File: src/rtl/imm_encoder.sv
`default_nettype none
// ============================================================================
// Module      : imm_encoder
// Description : Writes a 32-bit immediate into the bit fields of an instruction
//               template (inverse of the immediate extender). Flags immediates
//               the format cannot represent. 2-stage valid/ready pipeline.
//               Optional round-trip self-check: IMM_ENC_SELFCHECK_EN.
// Revision    : 1.0 - initial release
// ============================================================================
module imm_encoder #(
    parameter int ERR_CNT_W = 8
) (
    input  logic                 clk,
    input  logic                 rst,
    input  logic                 in_valid,
    output logic                 in_ready,
    input  logic [2:0]           in_op,
    input  logic [31:0]          in_imm,
    input  logic [31:0]          in_tmpl,
    output logic                 out_valid,
    input  logic                 out_ready,
    output logic [31:0]          out_instr,
    output logic                 out_range_err,
    input  logic                 clr_cnt,
    output logic [ERR_CNT_W-1:0] err_cnt
`ifdef IMM_ENC_SELFCHECK_EN
    ,
    output logic                 selfchk_fail
`endif
);

    localparam logic [2:0] c_OP_STYPE  = 3'b001;
    localparam logic [2:0] c_OP_ITYPE  = 3'b010;
    localparam logic [2:0] c_OP_ISHAMT = 3'b011;
    localparam logic [2:0] c_OP_BTYPE  = 3'b100;
    localparam logic [2:0] c_OP_UTYPE  = 3'b101;

    logic                 r_s1_valid;
    logic [2:0]           r_s1_op;
    logic [31:0]          r_s1_imm;
    logic [31:0]          r_s1_tmpl;
    logic                 r_s1_err;
    logic                 r_s2_valid;
    logic [31:0]          r_s2_instr;
    logic                 r_s2_err;
    logic [ERR_CNT_W-1:0] r_err_cnt;

    logic                 w_s2_load;
    logic                 w_s1_adv;
    logic                 w_in_err;
    logic [31:0]          w_merged;
    logic                 w_retire;

    assign w_s2_load = !r_s2_valid || out_ready;
    assign w_s1_adv  = r_s1_valid && w_s2_load;
    assign in_ready  = !r_s1_valid || w_s1_adv;
    assign w_retire  = r_s2_valid && out_ready;

    assign out_valid     = r_s2_valid;
    assign out_instr     = r_s2_instr;
    assign out_range_err = r_s2_err;
    assign err_cnt       = r_err_cnt;

    // Range check on the incoming immediate; registered in stage 1.
    always_comb begin
        w_in_err = 1'b1;
        case (in_op)
            c_OP_ISHAMT: w_in_err = |in_imm[31:5];
            c_OP_ITYPE,
            c_OP_STYPE:  w_in_err = !((&in_imm[31:11]) || !(|in_imm[31:11]));
            c_OP_BTYPE:  w_in_err = in_imm[0] || !((&in_imm[31:12]) || !(|in_imm[31:12]));
            c_OP_UTYPE:  w_in_err = |in_imm[11:0];
            default:     w_in_err = 1'b1;
        endcase
    end

    // Field merge from stage-1 registers; out-of-range values are truncated.
    always_comb begin
        w_merged = r_s1_tmpl;
        case (r_s1_op)
            c_OP_ISHAMT: w_merged[24:20] = r_s1_imm[4:0];
            c_OP_ITYPE:  w_merged[31:20] = r_s1_imm[11:0];
            c_OP_STYPE: begin
                w_merged[31:25] = r_s1_imm[11:5];
                w_merged[11:7]  = r_s1_imm[4:0];
            end
            c_OP_BTYPE: begin
                w_merged[31]    = r_s1_imm[12];
                w_merged[7]     = r_s1_imm[11];
                w_merged[30:25] = r_s1_imm[10:5];
                w_merged[11:8]  = r_s1_imm[4:1];
            end
            c_OP_UTYPE:  w_merged[31:12] = r_s1_imm[31:12];
            default:     w_merged = r_s1_tmpl;
        endcase
    end

    always_ff @(posedge clk) begin
        if (rst) begin
            r_s1_valid <= 1'b0;
            r_s1_op    <= '0;
            r_s1_imm   <= '0;
            r_s1_tmpl  <= '0;
            r_s1_err   <= 1'b0;
        end else if (in_ready) begin
            r_s1_valid <= in_valid;
            if (in_valid) begin
                r_s1_op   <= in_op;
                r_s1_imm  <= in_imm;
                r_s1_tmpl <= in_tmpl;
                r_s1_err  <= w_in_err;
            end
        end
    end

    always_ff @(posedge clk) begin
        if (rst) begin
            r_s2_valid <= 1'b0;
            r_s2_instr <= '0;
            r_s2_err   <= 1'b0;
        end else if (w_s2_load) begin
            r_s2_valid <= r_s1_valid;
            if (r_s1_valid) begin
                r_s2_instr <= w_merged;
                r_s2_err   <= r_s1_err;
            end
        end
    end

    // Clear wins over a coincident increment.
    always_ff @(posedge clk) begin
        if (rst || clr_cnt) begin
            r_err_cnt <= '0;
        end else if (w_retire && r_s2_err && !(&r_err_cnt)) begin
            r_err_cnt <= r_err_cnt + 1'b1;
        end
    end

`ifdef IMM_ENC_SELFCHECK_EN
    logic [2:0]  r_s2_op;
    logic [31:0] r_s2_imm;
    logic [31:0] w_reext;
    logic        w_chk_bad;
    logic        r_selfchk_fail;

    always_ff @(posedge clk) begin
        if (rst) begin
            r_s2_op  <= '0;
            r_s2_imm <= '0;
        end else if (w_s2_load && r_s1_valid) begin
            r_s2_op  <= r_s1_op;
            r_s2_imm <= r_s1_imm;
        end
    end

    // Extender rules applied to the produced instruction.
    always_comb begin
        w_reext = '0;
        case (r_s2_op)
            c_OP_ISHAMT: w_reext = {27'b0, r_s2_instr[24:20]};
            c_OP_ITYPE:  w_reext = {{20{r_s2_instr[31]}}, r_s2_instr[31:20]};
            c_OP_STYPE:  w_reext = {{20{r_s2_instr[31]}}, r_s2_instr[31:25], r_s2_instr[11:7]};
            c_OP_BTYPE:  w_reext = {{19{r_s2_instr[31]}}, r_s2_instr[31], r_s2_instr[7],
                                    r_s2_instr[30:25], r_s2_instr[11:8], 1'b0};
            c_OP_UTYPE:  w_reext = {r_s2_instr[31:12], 12'b0};
            default:     w_reext = '0;
        endcase
    end

    assign w_chk_bad = w_retire && !r_s2_err && (w_reext != r_s2_imm);

    always_ff @(posedge clk) begin
        if (rst) begin
            r_selfchk_fail <= 1'b0;
        end else begin
            r_selfchk_fail <= w_chk_bad;
        end
    end

    assign selfchk_fail = r_selfchk_fail;

`ifndef SYNTHESIS
    always_ff @(posedge clk) begin
        if (!rst && w_chk_bad) begin
            $error("imm_encoder round-trip: op=%0d imm=%08h reext=%08h", r_s2_op, r_s2_imm, w_reext);
        end
    end
`endif
`endif

endmodule
`default_nettype wire
File: config.mk
export PLATFORM = sky130hd
export DESIGN_NAME = imm_encoder
export DESIGN_NICKNAME = d
export VERILOG_FILES = /design/src/rtl/imm_encoder.sv
export SDC_FILE = /design/constraint.sdc
export NUM_CORES = 1
export LEC_CHECK = 0
export ABC_CLOCK_PERIOD_IN_PS = 1550
export BUFFER_PORTS_ARGS = -buffer_cell sky130_fd_sc_hd__clkbuf_2
export CAP_MARGIN = 20
export CORE_UTILIZATION = 41
export DETAILED_ROUTE_END_ITERATION = 6
export PLACE_DENSITY = 0.67
export SYNTH_ARGS = -nofsm -noshare
export SYNTH_HDL_FRONTEND = slang
export SYNTH_SLANG_ARGS = --single-unit
File: constraint.sdc
create_clock -name clk -period 1.55 [get_ports clk]
set_input_delay 0.0775 -clock clk [delete_from_list [all_inputs] [get_ports clk]]
set_output_delay 0.0775 -clock clk [all_outputs]
set_load 0.02 [all_outputs]
# ---- Word level (Yosys, flattened, before mapping)
# Index checks and enable logic that the tools add are counted.
dict set report totals {
  regBits 111
  latchBits 0
  mem_bits_rw 0
  rom_bits 0
  output_inout_bits 43
  elab_cells 54
  mem_count 0
}
dict set report op_classes {
  n_addsub 1
  n_mul 0
  div 0
  magnitude_cmp 0
  eq_ne 10
  shifts 0
  mux 5
  n_bitwise 0
  n_reduce_logical 29
}
# op n
set op_table {}
lappend op_table {{OR reduction 27 bit} 1}
lappend op_table {{case mux 7 bit (3 select lines)} 1}
lappend op_table {{AND reduction 21 bit} 1}
lappend op_table {{OR reduction 21 bit} 1}
lappend op_table {{case mux 5 bit (2 select lines)} 2}
lappend op_table {{AND reduction 20 bit} 1}
lappend op_table {{OR reduction 20 bit} 1}
lappend op_table {{== test 3 x 2 -> 1 bit (second input constant)} 4}
lappend op_table {{== test 3 bit (second input constant)} 4}
lappend op_table {{OR reduction 12 bit} 1}
lappend op_table {{adder 8 x 1 -> 8 bit (second input constant)} 1}
lappend op_table {{2-to-1 mux 8 bit} 1}
lappend op_table {{AND reduction 8 bit} 1}
lappend op_table {{zero test 1 bit} 7}
lappend op_table {{== test 3 x 1 -> 1 bit (second input constant)} 2}
lappend op_table {{logical OR 1 bit} 6}
lappend op_table {{OR reduction 2 bit} 3}
lappend op_table {{logical AND 1 bit} 4}
lappend op_table {{case mux 1 bit (4 select lines)} 1}
lappend op_table {{AND reduction 2 bit} 2}

# ---- Logic depth before layout (Yosys ltp)
dict set report logic_depth {
  word_depth 6
  depth_mapped 7
  depth_no_buf 6
}

# ---- Worst setup path after synthesis
# Ideal clock, no wire load.
dict set report synth_timing {
  path_type {register to register}
  from {register r_s2_valid (netlist: out_valid)}
  to {register r_s1_op[1]}
  setup_time_ns 0.070
  arrival_ns 1.567
  t_required_ns 1.480
  path_slack_ns -0.088
  path_stages_with_launch 8
  n_path_buf 2
  period_less_slack_ns 1.638
  path_cell_list {dfxtp_1 and2b_1 nand2_1 nand2_1 buf_2 buf_2 nand2_1 a21oi_1}
}
dict set report synth_between {
  elab_chain_cells 5
}
# item line
set synth_lines {}
lappend synth_lines {{from (decl)} 43} ;# logic r_s2_valid;
lappend synth_lines {{from (signal assigned)} 122} ;# r_s2_valid <= r_s1_valid;
lappend synth_lines {{zero test 1 bit} 54} ;# assign w_s2_load = !r_s2_valid || out_ready;
lappend synth_lines {{logical OR 1 bit} 54}
lappend synth_lines {{logical AND 1 bit} 55} ;# assign w_s1_adv = r_s1_valid && w_s2_load;
lappend synth_lines {{logical OR 1 bit} 56} ;# assign in_ready = !r_s1_valid || w_s1_adv;
lappend synth_lines {{net in_ready} 16} ;# output logic in_ready,
lappend synth_lines {{AND reduction 2 bit (no source line)} --}
lappend synth_lines {{to (signal assigned)} 108} ;# r_s1_op <= in_op;
lappend synth_lines {{to (decl)} 39} ;# logic [2:0] r_s1_op;
# The timed path passes the listed nets, and every way through them passes these cells.
# A chain may end at the register's enable or synchronous reset.

# ---- Final worst setup path
dict set report layout_timing {
  from {input port in_imm[21]}
  to {register r_s1_err}
}
dict set report layout_between {
  elab_chain_cells 6
  word_cells_on_any_way 13
  cone_classes {mux: 1; reduce/logical: 12}
}
# item line
set layout_lines {}
lappend layout_lines {{from (decl)} 18} ;# input logic [31:0] in_imm,
lappend layout_lines {{OR reduction 20 bit} 71} ;# c_OP_BTYPE: w_in_err = in_imm[0] || !((&in_imm[31:12]) || !(|in_imm[31:12]));
lappend layout_lines {{zero test 1 bit} 71}
lappend layout_lines {{logical OR 1 bit} 71}
lappend layout_lines {{zero test 1 bit} 71}
lappend layout_lines {{logical OR 1 bit} 71}
lappend layout_lines {{case mux 1 bit (4 select lines) *} 67} ;# case (in_op)
lappend layout_lines {{to (signal assigned)} 111} ;# r_s1_err <= w_in_err;
lappend layout_lines {{to (decl)} 42} ;# logic r_s1_err;
# Mark *: on every way between the ends. The rest lies on a longest branch, timed or not.

==> results.cfg <==
[cts]
cts_tree = done
clk_pin_slew_worst_paths_ps = 100
clk_path_buf_depth = 2
clock_buffers_created_by_tritoncts = 9
clk-insertion-delay-late_ps = 370
ctsHtreeMaxLevel = 3
clk_root_buffer_cell = sky130_fd_sc_hd__clkbuf_8
clock-sinks = 111

[synthesis]
synthDistinctLibCells = 41
post_synth_inst_count = 559
number_of_nets_in_the_synthesized_netlist = 632
yosysWarningCount = 0
synthesis.area_per_instance_um2 = 8.02
syn-cell-area_mm2 = 0.00448
postSynth.topFlopCell = sky130_fd_sc_hd__dfxtp_1
number_of_enable_type_register_cells_in_the_synthesized_netlist = 0
synth-seq-cells = 111
ys_async_sr_fraction = 0
library_cell_occupying_the_most_area_in_the_post_synthesis_netlist = sky130_fd_sc_hd__dfxtp_1
post-synth-top-count-cell = sky130_fd_sc_hd__nand2_1
yosysSeqAreaShare = 0.496
synth_top_area_frac = 0.496
synth.top_cells.by_count = 160 x sky130_fd_sc_hd__nand2_1, 111 x sky130_fd_sc_hd__dfxtp_1, 90 x sky130_fd_sc_hd__a21oi_1
ys_top_cells_by_area = sky130_fd_sc_hd__dfxtp_1 50%, sky130_fd_sc_hd__nand2_1 13%, sky130_fd_sc_hd__a21oi_1 10%

[drt]
drt-pass1-iter-count = 4
post_drt_wl_per_cell_um = 14.3
antenna_violating_nets_remaining = 0
avgViaCountPerCell = 5.13
detail_route.iter0.violations = 201
detailed_route_via_count = 4475
wl_um = 12500
drt_drc_violations_left = 0

[timing]
final-hold-violation-count = 0
min_period_ps = 1500
report.final.slew_viol_count = 0
worst_clock_skew_ps = 13.2
hold_ws_ps = 22.0
max_slew_margin = 0.735
setup_violations = 0
final.setup.tns_ps = 0
tightestPinTransition_ps = 397
fmax_mhz = 666
rsz_0062_raised_after_global_routing = no
fin_crit_sh = 0.969

[pwr]
power_switching_mw = 1.51
combinationalPowerShare = 0.155
p_int_mw = 4.38
seq_power_share = 0.526
report.power.total_mw = 5.89
power_switching_share = 0.257
power.density_mw_per_mm2 = 939
vdd_drop_max_uv = 600
clock_power_share = 0.318
p_leak_nw = 2.57

[finish]
finish.net_count = 805
final-instance-count-excl-fill = 872
nFillCells = 979
sequential_cell_area_mm2 = 0.00223
multi_input_gate_area_in_the_final_layout_mm2 = 0.00217
drive_above_1_share = 0.236
n_antenna_cell = 0
area_delta_synth_final_pct = 40.0

[die]
die-area_mm2 = 0.0113
core.rowCount = 37
die_height_um = 107
fp.coreArea_mm2 = 0.0105
die_width_um = 107
initial_utilization = 0.428
floorplan.io_pins = 115

[worst_setup_path]
crit_path_end_kind = flip-flop
number_of_cell_instances_on_the_worst_register_to_register_path = 6
worst-endpoint-arrival_ps = 1760
worst-endpoint-required_ps = 1810
critical_path.startpoint_type = primary input
cp_max_fo = 3
critical_path_class = in -> reg

[grt]
largest_net_degree_at_the_start_of_global_routing = 53
grt-ovfl-total = 0
grt_pass1_wl_um = 20500
globalRouteTotalUtil = 0.228
grt_antenna_before_repair = 0
grt_pass1_vias = 4364

[min_path]
timing.hold.worst.class = in -> reg
timing.hold.worst_path_depth = 3

[job]
max-cap-violations = 0

[status]
outcome = complete, no violations

[placement]
place.detailed.hpwl_um = 8480
gpl.final_weighted_congestion = 0.834
place_inst = 791
io_buffer_count = 114
==> logic make-up (layout without fill, tap and decap cells) <==
| logic type | count (synthesis) | after routing | synth area share |
|---|---|---|---|
| XOR/XNOR | 10 | 10 | 0.0195 |
| multiplexers | 14 | 14 | 0.0313 |
| buffers and inverters | 43 | 220 | 0.0397 |
| AO/OA/AOI/OAI | 129 | 129 | 0.175 |
| flip-flops | 111 | 111 | 0.496 |
| AND/OR/NAND/NOR | 250 | 250 | 0.233 |
| adder cells (fa/ha/maj) | 2 | 2 | 0.00503 |
==> what timing repair did <==
action	CTS	global route
resized for setup	0	20
hold buffers	66	0
hold endpoints to repair	66	0
endpoints found under the setup margin	0	19
setup buffers	0	1
==> area by class of cell <==
cell class	instances	area share
clock buffers	12	0.0231
clock inverters	3	0.0108
inverters	4	0.00239
multi-input cells	405	0.346
flip-flops and latches	111	0.356
well taps	136	0.0271
repair buffers	201	0.234
==> power by group through the flow <==
stage | registers [mW] | logic, mW | clock network (mW)
4_1_cts | 3.10 | 0.897 | 1.94
5_1_grt | 3.12 | 1.01 | 2.05
3_3_place_gp | 3.16 | 0.752 | 0
2_1_floorplan | 3.19 | 0.403 | 0
6_report | 3.10 | 0.915 | 1.87
3_5_place_dp | 3.16 | 0.766 | 0
==> registers in the layout (all words and copies together) (netlist names), 3 cells and up <==
name,count
err_cnt,8
r_s1_imm,32
r_s1_op,3
out_instr,32
r_s1_tmpl,32
==> critical path, stage by stage <==
cell and delay [ps]:
sky130_fd_sc_hd__dlygate4sd3_1 530, sky130_fd_sc_hd__clkbuf_2 140, sky130_fd_sc_hd__nor4_2 300, sky130_fd_sc_hd__and3_4 260, sky130_fd_sc_hd__nand3_1 100, sky130_fd_sc_hd__a311oi_2 240, sky130_fd_sc_hd__a31oi_1 110
==> path summary, 6_finish.rpt <==
check | from | to | slack, ps
worst min register to register | r_s1_tmpl[2] | out_instr[2] | 460
worst max register to register | err_cnt[0] | err_cnt[5] | 110
worst min-delay path | in_valid | r_s1_valid | 20
worst max-delay path | in_imm[21] | r_s1_err | 50
==> through the flow <==
| step | cell area, um2 | setup WS [ps] | utilization |
|---|---|---|---|
| final | 6270 | 48.5 | 0.599 |
| after global routing | 6270 | 0.547 | 0.599 |
| after CTS | 6190 | 1.70 | 0.592 |
| after detailed placement | 5320 | 26.2 | 0.508 |
| after global placement | 5320 | 63.9 | 0.508 |
| after floorplan | 4490 | -0.0788 | - |
==> metal layers <==
layer	vias to the layer above	global-route usage	part of all wire
met5	-	0	0
met4	0	0.0773	0.011
met3	9	0.0478	0.052
met2	131	0.385	0.48
met1	2094	0.287	0.45
li1	2241	-	-
==> cell usage in the layout (no fill, tap or decap), types with 11 or more instances in the layout <==
cell,synthesis,final
sky130_fd_sc_hd__nor3_1,15,15
sky130_fd_sc_hd__a21oi_1,90,90
sky130_fd_sc_hd__dfxtp_1,111,105
sky130_fd_sc_hd__nor2_1,39,36
sky130_fd_sc_hd__dlygate4sd3_1,0,66
sky130_fd_sc_hd__nand2_1,160,159
sky130_fd_sc_hd__a221o_1,11,11
sky130_fd_sc_hd__buf_4,1,17
sky130_fd_sc_hd__clkbuf_2,0,112
sky130_fd_sc_hd__mux2i_1,14,14
sky130_fd_sc_hd__a211oi_1,12,12
No activity file was read; power rests on OpenSTA's default activity.
